### src/rtl/fifo_rd_streamer.sv
// fifo_rd_streamer
// ----------------
// Read-side consumer for the aFIFO data interface. It issues `pop` whenever the
// FIFO has data and there is guaranteed room for the returning word. It absorbs
// the FIFO's one-cycle read latency in a 2-entry skid buffer and presents the
// words as a registered valid/ready stream. Back-to-back reads sustain one word
// per cycle, and no word is lost under backpressure.
//
// Ports:
//   clk        in   read-domain clock, rising edge
//   rst        in   asynchronous, active-high reset
//   data_out   in   FIFO read data, valid the cycle after pop is sampled
//   empty      in   FIFO empty flag
//   pop        out  FIFO read request (combinational)
//   m_data     out  stream data (registered)
//   m_valid    out  stream valid (registered)
//   m_ready    in   stream ready from the sink
//   occupancy  out  words held in the skid buffer, 0..2 (registered)
//   word_count out  completed stream handshakes, wraps (registered)

// Protocol checks for the streamer outputs; simulation-only observers.
module fifo_rd_streamer_chk #(
    parameter int DATA_WIDTH = 8
) (
    input logic                  clk,
    input logic                  rst,
    input logic                  empty,
    input logic                  pop,
    input logic                  m_valid,
    input logic                  m_ready,
    input logic [DATA_WIDTH-1:0] m_data,
    input logic [1:0]            occupancy
);

    a_no_pop_when_empty: assert property (@(posedge clk) disable iff (rst)
        !(pop && empty));

    a_occupancy_bounded: assert property (@(posedge clk) disable iff (rst)
        occupancy <= 2'd2);

    // A stalled word stays valid and unchanged until the sink accepts it.
    a_stall_stable: assert property (@(posedge clk) disable iff (rst)
        (m_valid && !m_ready) |=> (m_valid && $stable(m_data)));

endmodule

module fifo_rd_streamer #(
    parameter int DATA_WIDTH = 8,
    parameter int CNT_WIDTH  = 16
) (
    input  logic                  clk,
    input  logic                  rst,
    input  logic [DATA_WIDTH-1:0] data_out,
    input  logic                  empty,
    output logic                  pop,
    output logic [DATA_WIDTH-1:0] m_data,
    output logic                  m_valid,
    input  logic                  m_ready,
    output logic [1:0]            occupancy,
    output logic [CNT_WIDTH-1:0]  word_count
);

    typedef logic [DATA_WIDTH-1:0] data_t;

    // Skid buffer storage and bookkeeping.
    data_t                skid_r [0:1];
    logic                 wr_ptr_r;
    logic                 rd_ptr_r;
    logic [1:0]           occupancy_r;
    logic                 inflight_r;
    logic                 m_valid_r;
    data_t                m_data_r;
    logic [CNT_WIDTH-1:0] word_count_r;

    // Combinational helpers.
    logic                 deq_s;
    logic [2:0]           level_s;
    logic [2:0]           kept_s;
    logic                 rd_ptr_next_s;
    logic [1:0]           occ_next_s;
    logic                 pop_s;
    data_t                head_s;

    // Handshake, projected fill level and pop gating.
    always_comb begin
        deq_s         = m_valid_r & m_ready;
        // Projected level = words held + word arriving - word leaving. A
        // dequeue implies occupancy >= 1, so the difference never underflows.
        level_s       = {1'b0, occupancy_r} + {2'b00, inflight_r} - {2'b00, deq_s};
        kept_s        = {1'b0, occupancy_r} - {2'b00, deq_s};
        rd_ptr_next_s = rd_ptr_r ^ deq_s;
        occ_next_s    = level_s[1:0];
        // Only pop when the returning word is guaranteed a free slot.
        if (rst) begin
            pop_s = 1'b0;
        end else begin
            pop_s = !empty && (level_s < 3'd2);
        end
    end

    // Next buffer head: the oldest word that survives this cycle.
    always_comb begin
        head_s = m_data_r;
        if (kept_s != 3'd0) begin
            head_s = skid_r[rd_ptr_next_s];
        end else if (inflight_r) begin
            // The buffer drains to nothing, so the word arriving now is the head.
            head_s = data_out;
        end else begin
            head_s = m_data_r;
        end
    end

    // Pop tracking: data returns one cycle after the pop is sampled.
    always_ff @(posedge clk or posedge rst) begin
        if (rst) begin
            inflight_r <= 1'b0;
        end else begin
            inflight_r <= pop_s;
        end
    end

    // Capture the returning FIFO word into the skid buffer.
    always_ff @(posedge clk or posedge rst) begin
        if (rst) begin
            skid_r[0] <= '0;
            skid_r[1] <= '0;
            wr_ptr_r  <= 1'b0;
        end else if (inflight_r) begin
            skid_r[wr_ptr_r] <= data_out;
            wr_ptr_r         <= ~wr_ptr_r;
        end
    end

    // Read pointer and occupancy bookkeeping.
    always_ff @(posedge clk or posedge rst) begin
        if (rst) begin
            rd_ptr_r    <= 1'b0;
            occupancy_r <= 2'd0;
        end else begin
            rd_ptr_r    <= rd_ptr_next_s;
            occupancy_r <= occ_next_s;
        end
    end

    // Registered stream outputs.
    always_ff @(posedge clk or posedge rst) begin
        if (rst) begin
            m_valid_r <= 1'b0;
            m_data_r  <= '0;
        end else begin
            m_valid_r <= (occ_next_s != 2'd0);
            m_data_r  <= head_s;
        end
    end

    // Delivered-word counter; wraps naturally at 2^CNT_WIDTH.
    always_ff @(posedge clk or posedge rst) begin
        if (rst) begin
            word_count_r <= '0;
        end else if (deq_s) begin
            word_count_r <= word_count_r + {{(CNT_WIDTH-1){1'b0}}, 1'b1};
        end
    end

    assign pop        = pop_s;
    assign m_valid    = m_valid_r;
    assign m_data     = m_data_r;
    assign occupancy  = occupancy_r;
    assign word_count = word_count_r;

    fifo_rd_streamer_chk #(
        .DATA_WIDTH (DATA_WIDTH)
    ) u_chk (
        .clk       (clk),
        .rst       (rst),
        .empty     (empty),
        .pop       (pop_s),
        .m_valid   (m_valid_r),
        .m_ready   (m_ready),
        .m_data    (m_data_r),
        .occupancy (occupancy_r)
    );

endmodule

### config.mk
export PLATFORM = sky130hd
export DESIGN_NAME = fifo_rd_streamer
export DESIGN_NICKNAME = d
export VERILOG_FILES = /design/src/rtl/fifo_rd_streamer.sv
export SDC_FILE = /design/constraint.sdc
export NUM_CORES = 1
export LEC_CHECK = 0
export ABC_AREA = 1
export CAP_MARGIN = 0
export CORE_ASPECT_RATIO = 1.5
export CORE_MARGIN = 4
export CORE_UTILIZATION = 25
export DETAILED_ROUTE_END_ITERATION = 8
export PLACE_DENSITY = 0.53
export SETUP_SLACK_MARGIN = 0.2
export SLEW_MARGIN = 40
export SYNTH_ARGS = -nofsm -noshare
export SYNTH_HDL_FRONTEND = slang
export SYNTH_SLANG_ARGS = --single-unit
export TNS_END_PERCENT = 1
### constraint.sdc
create_clock -name clk -period 2.8 [get_ports clk]
set_clock_uncertainty 0.1 [all_clocks]
set_input_delay 0.56 -clock clk [delete_from_list [all_inputs] [get_ports clk]]
set_output_delay 0.56 -clock clk [all_outputs]
set_load 0.01 [all_outputs]
==> results of run 1 <==
==> path summary, 6_finish.rpt <==
path | depth (start not counted) | slack (ps) | start | end
worst min register to register | 2 | 390 | m_data[7] | m_data[7]
worst max register to register | 8 | 900 | m_valid | m_valid
worst max-delay path | 8 | 200 | m_valid | pop
min in group asynchronous | 2 | 630 | rst | m_valid
max in group asynchronous | 3 | 1430 | rst | skid_r[12]
worst min-delay path | 2 | 390 | m_data[7] | m_data[7]
==> cell families after synthesis <==
kind of cell               after synthesis  share of synthesized area [%]
adders and majority gates                3                           1.94
DFF                                     46                           49.5
xor gates and xnor gates                14                           6.41
AOI/OAI and AO/OA                       26                           7.22
buffers and inverters                   39                           7.65
muxes                                    1                          0.431
and+or+nand+nor                        129                           26.8
==> Yosys cell counts, types with 2 or more instances <==
| cell type | number | area (µm²) |
|---|---|---|
| nand4_1 | 2 | 12.5 |
| nor3_2 | 2 | 20.0 |
| xnor2_1 | 5 | 43.8 |
| ha_1 | 2 | 25.0 |
| nand2_1 | 87 | 327 |
| o21ai_1 | 3 | 15.0 |
| nor2_4 | 3 | 33.8 |
| buf_6 | 2 | 22.5 |
| xor2_1 | 7 | 61.3 |
| nor2_1 | 11 | 41.3 |
| nand3_1 | 10 | 50.1 |
| o21ai_0 | 14 | 70.1 |
| nand2_2 | 2 | 12.5 |
| o21ai_2 | 8 | 70.1 |
| dfrtp_1 | 46 | 1150 |
| inv_2 | 2 | 7.51 |
| nor2_8 | 2 | 40.0 |
| inv_1 | 31 | 116 |
| nor2_2 | 2 | 12.5 |
| nand2_4 | 2 | 22.5 |
| nand3_2 | 2 | 20.0 |
==> worst register-to-register path: stages (launching register included) <==
cell and delay (ps):
dfrtp_1 400, nand2_4 80, inv_2 40, nand2_2 50, nand2_1 50, ha_2 170
fa_2 450, buf_4 160, or2_2 280
==> cell type report <==
cell class | instances | area (µm²)
fill | 939 | 5830
sequential | 46 | 1150
multi-input combinational | 173 | 1020
timing repair buffer | 51 | 470
tap | 110 | 138
clock buffer | 5 | 125
inverter | 33 | 125
clock inverter | 3 | 68.8
==> registers in the layout, indices dropped and copies added, names as in the netlist <==
name        flops
rd_ptr_r        1
m_valid         1
wr_ptr_r        1
m_data          8
inflight_r      1
occupancy       2
skid_r         16
word_count     16
==> through the flow <==
step | utilization (%) | cells | total power, mW | setup TNS [ps] | setup WS (ps)
finish | 34.7 | 421 | 3.31 | 0 | 198
detailed placement | 32.4 | 411 | 2.56 | -644 | -644
CTS | 34.7 | 421 | 3.38 | 0 | 127
floorplan | - | 258 | 2.02 | 0 | 207
global placement | 32.4 | 411 | 2.53 | -617 | -617
global route | 34.7 | 421 | 3.58 | 0 | 83.0
==> where the power goes <==
part	total, mW	internal [mW]	leakage, nW	switching, mW
logic	1.40	0.663	0.851	0.737
clock network	0.772	0.513	0.0940	0.259
registers	1.14	0.936	0.560	0.202
total	3.31	2.11	1.50	1.20
==> what timing repair did <==
| item | in CTS | in global routing |
|---|---|---|
| pin swaps | 6 | 1 |
| hold endpoints to repair | 0 | 0 |
| setup buffers | 2 | 0 |
| gates cloned | 0 | 0 |
| gates resized for setup | 10 | 0 |
| endpoints found under the setup margin | 1 | 1 |
==> layer usage <==
| layer | track usage [%] | vias to the layer above | routed length (µm) |
|---|---|---|---|
| li1 | - | 899 | - |
| met1 | 12.6 | 830 | 2250 |
| met2 | 18.4 | 30 | 2760 |
| met3 | 2.88 | 6 | 208 |
| met4 | 3.85 | 0 | 89 |
| met5 | 0 | - | 0 |
==> reports/metrics.yaml, run 1 <==
clocking:
  cts_root_buf: "clkbuf_16"
  cts_hold_buf: 0
  cts_tree: "yes"
  cts-htree-levels: 2
  insertion_delay_ps: 290
  numCtsBuffers: 5
  clk_pin_slew_ps: 70
  clockBufferDepth: 2
  cts_sinks: 46
route:
  ant_nets: 0
  drcViolationCount: 0
  vias: 1765
  wl_per_cell_um: 12.6
  viasPerCell: 4.19
  routed_wl_um: 5300
  drt_pass1_iterations: 4
  first_iter_violations: 42
global_routing:
  grt_max_degree: 34
  track_usage_pct: 10.7
  grt_pass1_wl_um: 9200
  grt_overflow: 0
  grt_pass1_vias: 1885
  grt_antenna_before_repair: 0
final_layout:
  final_nets: 325
  synthToLayoutAreaGrowth_pct: 33.5
  antennaDiodeCount: 0
  final_cell_area_um2: 3100
  final_cell_mix: "nand2_1 (86), dfrtp_1 (46), clkdlybuf4s50_1 (37)"
  layout-drive-gt1-share_pct: 19.0
  final_common_cell: "nand2_1"
status:
  outcome: "finished, final reports clean"
worst_hold_path:
  hold_class: "register to register"
yosys:
  netlist_instances: 258
  yosysWarnings: 0
  yosysSeqAreaShare_pct: 49.5
  ys_async_sr_fraction_pct: 100
  mappedNetlistNets: 273
  synth-main-ff-cell: "dfrtp_1"
  synth_edf_count: 0
  ys_types: 34
  synth.avg_cell_area_um2: 9.01
  ys_ff_latch: 46
  synth_area_um2: 2320
die:
  initial_utilization_pct: 26.0
  row_count: 42
  fp.dieH_um: 126
  dieArea_um2: 10900
  fp.dieW_um: 86.7
  core_area_um2: 8930
  num_io_pins: 40
pwr:
  ir_drop_mv: 0.368
  p_per_area_nw_per_um2: 1070
  p_leak_nw: 1.50
timing:
  min_period_over_period_pct: 92.9
  hold_violations: 0
  report.final.setup_viol: 0
  worst_slew_pin_slew_ps: 762
  rsz0062_at_grt: "true"
  timing.final.max_slew_violations: 0
  period_needed_ps: 2600
  fmax_mhz: 384
  hold-worst-slack_ps: 385
  max_slew_margin_pct: 49.2
worst_setup_path:
  cp-end-kind: "primary output"
  path_delay_family: "adder cells"
  worstPathBufferInverterCount: 2
  cp.arrival_ps: 1940
  path_max_fanout: 4
  crit_type: "register to primary output"
  slowest_stage: "fa_2"
  cp_cell_sequence: "nand2_4 > inv_2 > nand2_2 > nand2_1 > ha_2 > fa_2 > nor4_4 > buf_2"
  critPathLaunchType: "register"
  slowest_delay_ps: 450
  required_ps: 2140
place:
  hpwl_um: 3860
  port_buffers: 39
  place_area_um2: 2890
  gp_congestion: 0.724
job:
  max-cap-violations: 0
No activity file was read; power rests on OpenSTA's default activity.
==> run 2: changes to the inputs <==
--- a/config.mk
+++ b/config.mk
@@ -16,5 +16,6 @@
 export SLEW_MARGIN = 40
 export SYNTH_ARGS = -nofsm -noshare
 export SYNTH_HDL_FRONTEND = slang
+export SYNTH_HIERARCHICAL = 1
 export SYNTH_SLANG_ARGS = --single-unit
 export TNS_END_PERCENT = 1
==> results of run 2 <==
Final layout, timing and power as in run 1 (identical DEF).
Main changes from that run: Yosys warning count 0 -> 6
==> run 3: changes to the inputs <==
--- a/config.mk
+++ b/config.mk
@@ -12,6 +12,7 @@
 export CORE_UTILIZATION = 25
 export DETAILED_ROUTE_END_ITERATION = 8
 export PLACE_DENSITY = 0.53
+export RECOVER_POWER = 100
 export SETUP_SLACK_MARGIN = 0.2
 export SLEW_MARGIN = 40
 export SYNTH_ARGS = -nofsm -noshare
==> reports/metrics.yaml, run 3 <==
place:
  place_ws_ps: -644
  hpwl_um: 3860
  port_buffers: 39
  dp.cells: 411
  gp_congestion: 0.724
timing:
  timing.final.max_slew_violations: 34
  worst_slew_pin_slew_ps: 1530
  hold_violations: 0
  rsz0062_at_grt: "true"
  max_slew_margin_pct: -2.57
  worst_slack_ps: 168
  fmax_mhz: 380
  report.final.setup_viol: 0
  min_period_over_period_pct: 94.0
  finalSetupTns_ps: 0
  period_needed_ps: 2630
final_layout:
  register_area_um2: 1150
  synthToLayoutAreaGrowth_pct: 28.8
  final_common_cell: "nand2_1"
  final_cells: 421
  layout-drive-gt1-share_pct: 11.3
  final_nets: 325
  post-route-util_pct: 33.5
  fillers: 961
  final_cell_mix: "nand2_1 (88), dfrtp_1 (46), inv_1 (30)"
  antennaDiodeCount: 0
  multiInputGateArea_um2: 933
clocking:
  clk_pin_slew_ps: 70
  cts_hold_buf: 0
  cts_sinks: 46
  cts-htree-levels: 2
  clockBufferDepth: 2
  cts_tree: "yes"
  cts_root_buf: "clkbuf_16"
  numCtsBuffers: 5
  insertion_delay_ps: 290
worst_setup_path:
  critPathLaunchType: "register"
  worstPathBufferInverterCount: 2
  cp-end-kind: "primary output"
  crit_type: "register to primary output"
  slowest_delay_ps: 450
  rr_startpoint: "m_valid"
  required_ps: 2140
  cp.arrival_ps: 1970
  cp_common_cell: "nand2_1"
  path_max_fanout: 4
  path_delay_family: "adder cells"
  cp_cell_sequence: "nand2_4 > inv_2 > nand2_1 > nand2_1 > ha_2 > fa_2 > nor4_4 > clkbuf_1"
  reg2reg_to: "m_data[5]"
  r2r_slack_ps: 720
  slowest_stage: "fa_2"
  rr_worst_depth: 7
yosys:
  yosysSeqAreaShare_pct: 49.5
  synth_area_um2: 2320
  synth_fa_ha_area_share_pct: 1.94
  netlist_instances: 258
  synth.top_cells.by_area: "dfrtp_1 (50%), nand2_1 (14%), inv_1 (5.0%), o21ai_0 (3.0%), o21ai_2 (3.0%)"
  synth-compound-area-share_pct: 7.22
  synth.avg_cell_area_um2: 9.01
  ys_async_sr_fraction_pct: 100
  synthSimpleGateAreaFrac_pct: 26.8
  ys_types: 34
  synth_top_family_by_area: "simple AND/OR/NAND/NOR gates"
  synth_edf_count: 0
  synth-xor-area-share_pct: 6.41
  netlist_top_cells_count: "nand2_1 (87), dfrtp_1 (46), inv_1 (31), o21ai_0 (14), nor2_1 (11)"
  ys_ff_latch: 46
  yosysWarnings: 6
  synth-main-ff-cell: "dfrtp_1"
  mappedNetlistNets: 273
  synthMuxAreaShare_pct: 0.431
  netlist.area_leader.share_pct: 49.5
  synth_most_common_cell: "nand2_1"
  yosys.area.top_type: "dfrtp_1"
die:
  fp.dieH_um: 126
  fp.dieW_um: 86.7
  num_io_pins: 40
  row_count: 42
  core_area_um2: 8930
  dieArea_um2: 10900
  initial_utilization_pct: 26.0
status:
  violations: "max-capacitance violations, max-slew violations"
  outcome: "complete, but fails checks"
global_routing:
  grt_pass1_vias: 1885
  grt_overflow: 0
  grt_pass1_wl_um: 9200
  grt_max_degree: 34
  grt_antenna_before_repair: 0
  track_usage_pct: 10.7
job:
  max-cap-violations: 1
route:
  drcViolationCount: 0
  viasPerCell: 4.23
  drt_pass1_iterations: 4
  routed_wl_um: 5300
  ant_nets: 0
  first_iter_violations: 51
  wl_per_cell_um: 12.6
  vias: 1779
pwr:
  total_power_mw: 3.18
  p_per_area_nw_per_um2: 1060
  ir_drop_mv: 0.354
  p_leak_nw: 1.45
worst_hold_path:
  hp-start: "m_data[6]"
  holdPathEnd: "m_data[6]"
  whs_path_depth: 2
  hold_class: "register to register"
-- run 3: cell counts after synthesis --
No cell type changed its count.
-- run 3: worst max path at each step --
stage	from	end	slack (ps)	cells after the start
global placement	m_ready	pop	-620	9
CTS	m_valid	pop	130	9
floorplan	m_ready	pop	210	8
global route	m_valid	pop	60	8
detailed placement	m_ready	pop	-640	9
finish	m_valid	pop	170	8
-- run 3: cell type report --
cell class              instances  share of cell area, %
flip-flops and latches         46                   38.5
clock buffers                   5                   4.18
inverters                      33                   4.18
multi-input cells             173                   31.2
repair buffers                 51                   15.1
clock inverters                 3                   2.30
well taps                     110                   4.60
-- run 3: kinds of logic (layout without fill, tap and decap cells) --
group | count (synthesis) | in the layout
AND/OR/NAND/NOR | 129 | 129
flip-flops | 46 | 46
buffers and inverters | 39 | 92
AO/OA/AOI/OAI | 26 | 26
XOR/XNOR | 14 | 14
adder cells (fa/ha/maj) | 3 | 3
multiplexers | 1 | 1
-- run 3: per-stage QoR --
| stage | hold WS [ps] | instance area, µm² |
|---|---|---|
| floorplan | 353 | 2350 |
| global placement | 364 | 2890 |
| detailed placement | 368 | 2890 |
| CTS | 386 | 3100 |
| global route | 409 | 2990 |
| finish | 380 | 2990 |
-- run 3: repair_timing --
action,4_1_cts,5_1_grt
pin swaps,6,1
resized for setup,10,0
setup buffers,2,0
endpoints found under the setup margin,1,1
hold endpoints to repair,0,0
gates cloned,0,0
-- run 3: layer usage --
metal	track usage (%)	up-vias	share of wire [%]
met1	12.6	845	42
met5	0	-	0
met2	18.4	32	52
li1	-	898	-
met4	3.85	0	1.3
met3	2.88	4	4.3
-- run 3: worst register-to-register path, cell delays in order (launching register included) --
cell and delay (ps):
dfrtp_1 380, nand2_4 70, clkbuf_1 320, xnor2_1 810
nand2_1 130, nand3_1 120, nand2_1 60, inv_1 50
-- run 3: power breakdown --
part / internal [mW] / switching [mW]
combinational: 0.576 / 0.701
sequential: 0.937 / 0.190
clock: 0.513 / 0.259
total: 2.03 / 1.15
